--- src/rtl/aud_playback.sv ---
`default_nettype none
// ==== aud_playback: SRAM sample playback with fast/slow speed control ====
// ==== MSB-first serializer onto the codec DAC line.  rev 1.0         ====
module aud_playback #(
  parameter int SPEED_W = 3,
  parameter int ADDR_W  = 20
) (
  input  logic               i_clk,
  input  logic               i_rst_n,
  input  logic               i_lrc,
  input  logic               i_start,
  input  logic               i_pause,
  input  logic               i_stop,
  input  logic               i_fast,
  input  logic               i_slow_lin,
  input  logic [SPEED_W-1:0] i_speed,
  input  logic [ADDR_W-1:0]  i_end_addr,
  input  logic [15:0]        i_sram_data,
  output logic [ADDR_W-1:0]  o_sram_addr,
  output logic               o_dac_data,
  output logic               o_playing,
  output logic               o_done
);

  localparam int NW  = SPEED_W + 1;
  localparam int MW  = 16 + NW;
  localparam int AW1 = ADDR_W + 1;

  typedef enum logic [2:0] {
    S_IDLE  = 3'd0,
    S_FETCH = 3'd1,
    S_CALC  = 3'd2,
    S_WAIT  = 3'd3,
    S_SEND  = 3'd4,
    S_PAUSE = 3'd5
  } state_t;

  state_t             state_q, state_d;
  logic [ADDR_W-1:0]  addr_q, addr_d;
  logic [SPEED_W-1:0] k_q, k_d;
  logic [15:0]        prev_q, prev_d;
  logic [15:0]        cur_q, cur_d;
  logic [15:0]        shreg_q, shreg_d;
  logic [3:0]         bit_cnt_q, bit_cnt_d;
  logic               phase_q, phase_d;
  logic               lrc_dly_q, lrc_dly_d;
  logic               dac_q, dac_d;
  logic               done_q, done_d;
  logic               pause_req_q, pause_req_d;
  logic               fast_q, fast_d;
  logic               lin_q, lin_d;
  logic [SPEED_W-1:0] speed_q, speed_d;

  logic [NW-1:0]        n_w, nk_w, k_inc_w;
  logic                 is_fast_w, is_slow_w;
  logic signed [MW-1:0] num_w;
  logic [15:0]          quo_w, out_w;
  logic [AW1-1:0]       next_addr_w;
  logic [SPEED_W-1:0]   next_k_w;
  logic [15:0]          next_prev_w;

  assign o_sram_addr = addr_q;
  assign o_dac_data  = dac_q;
  assign o_done      = done_q;
  assign o_playing   = (state_q == S_FETCH) || (state_q == S_CALC) ||
                       (state_q == S_WAIT)  || (state_q == S_SEND);

  // Sample arithmetic uses the mode latched at the start of this frame.
  always_comb begin
    n_w       = {1'b0, speed_q} + NW'(1);
    nk_w      = n_w - {1'b0, k_q};
    is_fast_w = fast_q && (speed_q != '0);
    is_slow_w = !fast_q && (speed_q != '0);
    num_w     = $signed({{NW{prev_q[15]}}, prev_q}) * $signed({{16{1'b0}}, nk_w})
              + $signed({{NW{cur_q[15]}}, cur_q}) * $signed({{16{1'b0}}, 1'b0, k_q});
    quo_w     = 16'(num_w / $signed({{16{1'b0}}, n_w}));
    out_w     = (is_slow_w && lin_q) ? quo_w : cur_q;
  end

  always_comb begin
    k_inc_w     = {1'b0, k_q} + NW'(1);
    next_addr_w = {1'b0, addr_q};
    next_k_w    = '0;
    next_prev_w = cur_q;
    if (is_fast_w) begin
      next_addr_w = {1'b0, addr_q} + AW1'(n_w);
    end else if (is_slow_w && (k_inc_w < n_w)) begin
      next_k_w    = k_inc_w[SPEED_W-1:0];
      next_prev_w = prev_q;
    end else begin
      next_addr_w = {1'b0, addr_q} + AW1'(1);
    end
  end

  always_comb begin
    state_d     = state_q;
    addr_d      = addr_q;
    k_d         = k_q;
    prev_d      = prev_q;
    cur_d       = cur_q;
    shreg_d     = shreg_q;
    bit_cnt_d   = bit_cnt_q;
    phase_d     = phase_q;
    lrc_dly_d   = i_lrc;
    dac_d       = dac_q;
    done_d      = 1'b0;
    pause_req_d = pause_req_q;
    fast_d      = fast_q;
    lin_d       = lin_q;
    speed_d     = speed_q;

    if (i_stop) begin
      state_d     = S_IDLE;
      addr_d      = '0;
      k_d         = '0;
      prev_d      = '0;
      dac_d       = 1'b0;
      pause_req_d = 1'b0;
      phase_d     = 1'b0;
      bit_cnt_d   = '0;
    end else begin
      if (i_pause && o_playing) pause_req_d = 1'b1;
      case (state_q)
        S_IDLE: if (i_start) state_d = S_FETCH;
        S_FETCH: begin
          fast_d  = i_fast;
          lin_d   = i_slow_lin;
          speed_d = i_speed;
          // A shorter slow factor than the running frame index restarts the sample.
          if ({1'b0, k_q} >= ({1'b0, i_speed} + NW'(1))) k_d = '0;
          phase_d = 1'b0;
          state_d = S_CALC;
        end
        S_CALC: begin
          if (!phase_q) begin
            cur_d   = i_sram_data;
            phase_d = 1'b1;
          end else begin
            shreg_d = out_w;
            phase_d = 1'b0;
            state_d = S_WAIT;
          end
        end
        S_WAIT: begin
          if (lrc_dly_q && !i_lrc) begin
            dac_d     = shreg_q[15];
            shreg_d   = {shreg_q[14:0], 1'b0};
            bit_cnt_d = '0;
            state_d   = S_SEND;
          end
        end
        S_SEND: begin
          if (bit_cnt_q == 4'd15) begin
            dac_d = 1'b0;
            if (next_addr_w > {1'b0, i_end_addr}) begin
              state_d     = S_IDLE;
              addr_d      = '0;
              k_d         = '0;
              prev_d      = '0;
              done_d      = 1'b1;
              pause_req_d = 1'b0;
            end else begin
              addr_d = next_addr_w[ADDR_W-1:0];
              k_d    = next_k_w;
              prev_d = next_prev_w;
              if (pause_req_q || i_pause) begin
                state_d     = S_PAUSE;
                pause_req_d = 1'b0;
              end else begin
                state_d = S_FETCH;
              end
            end
          end else begin
            dac_d     = shreg_q[15];
            shreg_d   = {shreg_q[14:0], 1'b0};
            bit_cnt_d = bit_cnt_q + 4'd1;
          end
        end
        S_PAUSE: if (i_start) state_d = S_FETCH;
        default: state_d = S_IDLE;
      endcase
    end
  end

  always_ff @(posedge i_clk or negedge i_rst_n) begin
    if (!i_rst_n) begin
      state_q     <= S_IDLE;
      addr_q      <= '0;
      k_q         <= '0;
      prev_q      <= '0;
      cur_q       <= '0;
      shreg_q     <= '0;
      bit_cnt_q   <= '0;
      phase_q     <= 1'b0;
      lrc_dly_q   <= 1'b0;
      dac_q       <= 1'b0;
      done_q      <= 1'b0;
      pause_req_q <= 1'b0;
      fast_q      <= 1'b0;
      lin_q       <= 1'b0;
      speed_q     <= '0;
    end else begin
      state_q     <= state_d;
      addr_q      <= addr_d;
      k_q         <= k_d;
      prev_q      <= prev_d;
      cur_q       <= cur_d;
      shreg_q     <= shreg_d;
      bit_cnt_q   <= bit_cnt_d;
      phase_q     <= phase_d;
      lrc_dly_q   <= lrc_dly_d;
      dac_q       <= dac_d;
      done_q      <= done_d;
      pause_req_q <= pause_req_d;
      fast_q      <= fast_d;
      lin_q       <= lin_d;
      speed_q     <= speed_d;
    end
  end

endmodule
`default_nettype wire

--- config.mk ---
export PLATFORM = sky130hd
export DESIGN_NAME = aud_playback
export DESIGN_NICKNAME = d
export VERILOG_FILES = /design/src/rtl/aud_playback.sv
export SDC_FILE = /design/constraint.sdc
export NUM_CORES = 1
export LEC_CHECK = 0
export CAP_MARGIN = 5
export CELL_PAD_IN_SITES_DETAIL_PLACEMENT = 1
export CELL_PAD_IN_SITES_GLOBAL_PLACEMENT = 2
export CORE_ASPECT_RATIO = 1.4
export CORE_MARGIN = 2
export CORE_UTILIZATION = 35
export DETAILED_ROUTE_END_ITERATION = 8
export PLACE_DENSITY_LB_ADDON = 0.05
export REMOVE_ABC_BUFFERS = 1
export SYNTH_ARGS = -nofsm -noshare
export SYNTH_HDL_FRONTEND = slang
export SYNTH_SLANG_ARGS = --single-unit
--- constraint.sdc ---
create_clock -name i_clk -period 45 [get_ports i_clk]
set_input_delay 6.75 -clock i_clk [delete_from_list [all_inputs] [get_ports i_clk]]
set_output_delay 6.75 -clock i_clk [all_outputs]
set_load 0.02 [all_outputs]
Word level (Yosys, flattened, before mapping)
Cells that the tools add are included.
{ "totals": {"register_bits": 88, "out_inout_bits": 23} }
{ "op_classes": {"reduce_logical": 30, "div_mod_pow": 1, "order_cmp": 3, "muxes": 53, "mul": 2, "eq_ne": 16, "n_bitwise": 2, "add_sub_neg": 8} }
{ "op_table": {"columns": ["operator", "count"], "rows": [
  ["$mux 16", 10],
  ["$mux 20", 4],
  ["$pmux 16 s3", 1],
  ["$mux 21", 2],
  ["$mux 3", 13],
  ["$add 20x1->21 const B", 1],
  ["$add 20x4->21", 1],
  ["$gt 21x20->1", 1],
  ["$add 20x20->20", 1],
  ["$div 20x5->20", 1],
  ["$mul 16x4->20", 1],
  ["$mul 16x5->20", 1],
  ["$mux 1", 15],
  ["$pmux 3 s5", 1],
  ["$reduce_bool 3->1", 5],
  ["$add 3x1->4 const B", 3],
  ["$mux 4", 3],
  ["$reduce_and 3->1", 4],
  ["$ne 3x2->1 const B", 3],
  ["$pmux 4 s2", 1],
  ["$eq 3x2->1 const B", 2],
  ["$eq 3x3->1 const B", 2],
  ["$logic_and 1x1->1", 6],
  ["$ne 3x3->1 const B", 2],
  ["21 further kinds", 31]
]} }

Longest topological paths before layout
{ "depth": {"depth_word": 11, "mapped_depth": 231} }

Worst setup path after synthesis
Ideal clock, no wire load.
{ "synth_path": {"path_kind": "flip-flop to flip-flop", "startpoint": "register speed_q[0]", "endpoint": "register shreg_q[10]", "slack_ns": -1.907, "path_buffers": 13, "synth_period_minus_slack_ns": 46.907, "stages_incl_launch_ff": 226, "required_time_ns": 44.867, "arrival_ns": 46.774, "cell_sequence": "dfrtp_1 > inv_1 > ha_1 > inv_1 > fa_1 > xnor2_1 > clkbuf_1 > nand2_1 > fa_1 > inv_1 > fa_1 > fa_1 > inv_1 > fa_1 > inv_1 > ha_1 > a21oi_1 > nand2_1 > [190 not listed] > ha_1 > a21o_1 > a21o_1 > a21oi_1 > o2111a_1 > o211a_1 > nand3_2 > nor2_4 > nand2_1 > nor3_1 > ha_1 > and4_1 > inv_1 > o21ai_0 > xor2_1 > o211ai_1 > o21ai_0 > o21ai_0"} }
{ "synth_via": {"elab_chain_len": 8, "elab_cells_between_ends": 11, "classes_between": "3 x add/sub; 1 x mul; 1 x div; 3 x mux; 3 x reduce/logical"} }
{ "synth_rtl": {"columns": ["element", "line", "text"], "rows": [
  ["start, declared", "52", "logic [SPEED_W-1:0] speed_q, speed_d;"],
  ["start signal, assigned", "217", "speed_q <= speed_d;"],
  ["$add 3x1->4", "70", "n_w = {1'b0, speed_q} + NW'(1);"],
  ["$sub 4x3->4", "71", "nk_w = n_w - {1'b0, k_q};"],
  ["$mul 16x5->20", "74", "num_w = $signed({{NW{prev_q[15]}}, prev_q}) * $signed({{16{1'b0}}, nk_w})"],
  ["$add 20x20->20", "75", "+ $signed({{NW{cur_q[15]}}, cur_q}) * $signed({{16{1'b0}}, 1'b0, k_q});"],
  ["$div 20x5->20", "76", "quo_w = 16'(num_w / $signed({{16{1'b0}}, n_w}));"],
  ["$mux 16 *", "77", "out_w = (is_slow_w && lin_q) ? quo_w : cur_q;"],
  ["$mux 16 *", "135", "if (!phase_q) begin"],
  ["$pmux 16 s3 *", "123", "case (state_q)"],
  ["end signal, assigned", "208", "shreg_q <= shreg_d;"],
  ["end, declared", "43", "logic [15:0] shreg_q, shreg_d;"]
]} }
Every way passes the cells marked *; elsewhere a longest branch is shown, timed or not. The select of a mux whose other input is x is not followed.
A chain may end at the register's enable or synchronous reset.

Worst setup path in the final report
{ "layout_path": {"startpoint": "register speed_q[0]", "endpoint": "register shreg_q[8]"} }
Same word-level chain as after synthesis.

==> summary.md <==
| Metric | Value |
|---|---|
| Global-route wire length before repair | `around 110000 um` |
| Die X | `roughly 200 um` |
| DRT Wirelength | `68720 um` |
| Top cells by area, synth | `ha_1 12%, dfrtp_1 12%, fa_1 9.1%` |
| Area share of the largest cell type after synthesis | `12.25%` |
| Total global routing track utilization | `about a quarter` |
| TritonCTS Buffers | `9` |
| Post-synth EDFFs | `0` |
| Row count | `98` |
| Worst setup EP type | `register` |
| Area leader, netlist | `ha_1` |
| Required time of the critical path | `between 40000 and 50000 ps` |
| H-tree depth | `3` |
| Chip height | `272.9 um` |
| Root Buffer | `clkbuf_16` |
| Clock sink total | `between 80 and 90` |
| DR vias | `18129` |
| Largest net degree at the start of global routing | `50` |
| Fin area | `~0.022 mm2` |
| Setup violators final | `0` |
| Initial core utilization | `35.44%` |
| IO Port Bufs | `between 60 and 70` |
| Fin Hold WS | `approximately 500 ps` |
| Core area | `just over 0.05 mm2` |
| Area grow syn2layout | `22.38%` |
| Max incr delay on CP | `610 ps` |
| Mapped Area | `between 0.015 and 0.02 mm2` |
| Layout Skew | `17.79 ps` |
| WL/cell | `~22 um` |
| Number of vias per cell | `between 5 and 6` |
| Ys flop type | `dfrtp_1` |
| Setup CP Type | `register to register` |
| Fraction of registers with async set/reset | `100.0%` |
| Final Hold Vio Count | `0` |
| Final Max Slew Viols | `0` |
| Yosys Warn Count | `0` |
| Most frequent cells in the layout | `217 x buf_4, 171 x nand2_1, 168 x nor2_1` |
| Final ANT Viol Nets | `0` |
| Drt first pass iters | `5` |
| CP arrival | `between 40000 and 50000 ps` |
| DRC | `0` |
| Total die area | `approximately 0.054 mm2` |
| CP max-delay cell | `fa_2` |
| Gp weighted congestion | `approximately 0.92` |
| Inserted Diodes | `0` |
| Crit path launch type | `register` |
| Sequential element share of the synthesized area | `12.18%` |
| Final period util | `95.93%` |
| DP HPWL | `around 56000 um` |
| Max Fanout on Critical Path | `8` |
| Fmax | `between 20 and 25 MHz` |
| Most used cell, CP | `o21a_1` |
| Post-Synthesis Cells | `roughly 2300` |
| Remaining Overflow, GRT | `0` |
| Worst skew pair latency | `380 ps` |
| Syn Area/Cell | `8.025 um2` |
| Final setup TNS | `0 ps` |
| Vias in the first global route | `about 20000` |
| Flops & latches, synth | `just under 90` |
| Layout cells sized above 1 | `22.12%` |
| Number of DRC markers in iteration 0 | `between 500 and 600` |
| Tightest Hold Check Type | `register to register` |
| Min Clock Period, post-route | `approximately 43000 ps` |
| Most common cell after layout, fill and taps aside | `buf_4` |
| Worst-path clk slew | `around 80 ps` |
| Yosys cell types | `133` |
| Max_slew headroom | `23.54%` |
| MaxCap Viol Count | `0` |
| CTS max path bufs | `2` |
| Area after DPL | `between 0.02 and 0.025 mm2` |
| IO Count | `70` |
| Slew at the pin with the worst max-slew slack | `1138 ps` |
| Post-CTS Hold Fix Bufs | `0` |
| Initial antenna violation count | `0` |
| CTS tree | `yes` |
| Status | `completed` |
| Final nets | `about 2800` |
-- per-stage QoR --
stage,utilization (%),setup slack [ps],std cells
2_1_floorplan,-,-2605,2188
3_3_place_gp,39.78,-907.0,3051
3_5_place_dp,39.78,-2307,3051
4_1_cts,41.02,8.900,3084
5_1_grt,43.38,-578.2,3150
6_report,43.38,1832,3150
-- area by class of cell --
type                            count  area, um2
Clock inverter                      7      68.82
Sequential cell                    88       2202
Fill cell                        6187      28880
Timing Repair Buffer              296       2445
Tap cell                          650      813.3
Clock buffer                        9      225.2
Multi-Input combinational cell   1932      15740
Inverter                          168      630.6
-- Yosys cell counts, types with 10 or more instances --
| library cell | instances |
|---|---|
| nor2_1 | 185 |
| and2_1 | 91 |
| o21ai_0 | 120 |
| o22ai_1 | 12 |
| nand4_1 | 28 |
| ha_1 | 177 |
| nand2b_1 | 40 |
| nand3_1 | 58 |
| and3_1 | 15 |
| o211ai_1 | 29 |
| fa_1 | 82 |
| xor2_1 | 44 |
| or3_1 | 16 |
| or2_2 | 25 |
| a21oi_2 | 12 |
| o21a_1 | 47 |
| nor4_1 | 12 |
| nor2b_1 | 14 |
| a21oi_1 | 121 |
| inv_1 | 168 |
| a22o_1 | 20 |
| a21o_1 | 39 |
| o2111ai_1 | 17 |
| a31oi_1 | 24 |
| buf_6 | 10 |
| a211oi_1 | 19 |
| mux2_2 | 45 |
| xnor2_1 | 86 |
| o21ai_1 | 20 |
| dfrtp_1 | 88 |
| o31ai_1 | 23 |
| mux2i_1 | 23 |
| nand2_1 | 174 |
| a32o_1 | 20 |
| clkbuf_1 | 39 |
| nor3_1 | 70 |
-- cells by family (layout without fill, tap and decap cells) --
group | Yosys count | after routing | synth area share [%]
simple gates | 814 | 814 | 23.95
compound gates | 651 | 651 | 25.83
fa+ha+maj | 259 | 259 | 21.33
buf+inv | 233 | 480 | 5.571
xor+xnor | 132 | 132 | 6.512
flops | 88 | 88 | 12.18
mux | 76 | 76 | 4.623
-- layer usage --
layer,global-route usage [%],wire (um),vias to the layer above
met5,0,0,-
met4,9.649,2832,0
met3,1.678,1106,120
met2,51.67,38340,224
met1,26.65,26440,9090
li1,-,-,8695
-- registers in the layout, summed over array words and instances, names as in the netlist --
signal       flops
k_q              3
bit_cnt_q        4
cur_q           16
o_done           1
prev_q          16
lrc_dly_q        1
fast_q           1
lin_q            1
shreg_q         16
phase_q          1
state_q          3
pause_req_q      1
o_sram_addr     20
o_dac_data       1
speed_q          3
-- worst paths after layout --
check                                  startpoint                     endpoint  slack (ps)  cells past startpoint
min in group asynchronous                 i_rst_n  o_sram_addr[10]$_DFFE_PN0P_        6360                      1
max in group asynchronous                 i_rst_n       shreg_q[1]$_DFFE_PN0P_       37560                      2
setup reg to reg           speed_q[0]$_DFFE_PN0P_       shreg_q[8]$_DFFE_PN0P_        1830                    216
hold reg to reg            shreg_q[6]$_DFFE_PN0P_       shreg_q[6]$_DFFE_PN0P_         490                      2
setup / recovery           speed_q[0]$_DFFE_PN0P_       shreg_q[8]$_DFFE_PN0P_        1830                    216
hold / removal             shreg_q[6]$_DFFE_PN0P_       shreg_q[6]$_DFFE_PN0P_         490                      2
-- worst max-delay path: cells and delay by family, from the launching register on --
kind            cells  cell delay [ps]
compound gates     87            14050
xor+xnor            2              610
fa+ha+maj          28             8870
buf+inv            19             2480
flops               1              410
mux                10             2780
simple gates       70            13690
-- what timing repair did --
action / in CTS / in global routing
resized for setup: 47 / 149
setup endpoints to repair: 16 / 16
cloned: 0 / 1
setup buffers: 17 / 65
pin swaps: 8 / 73
Power is left out: the tool's default activity adds up to more than one toggle a clock period on the data nets, which glitch-free logic cannot reach.
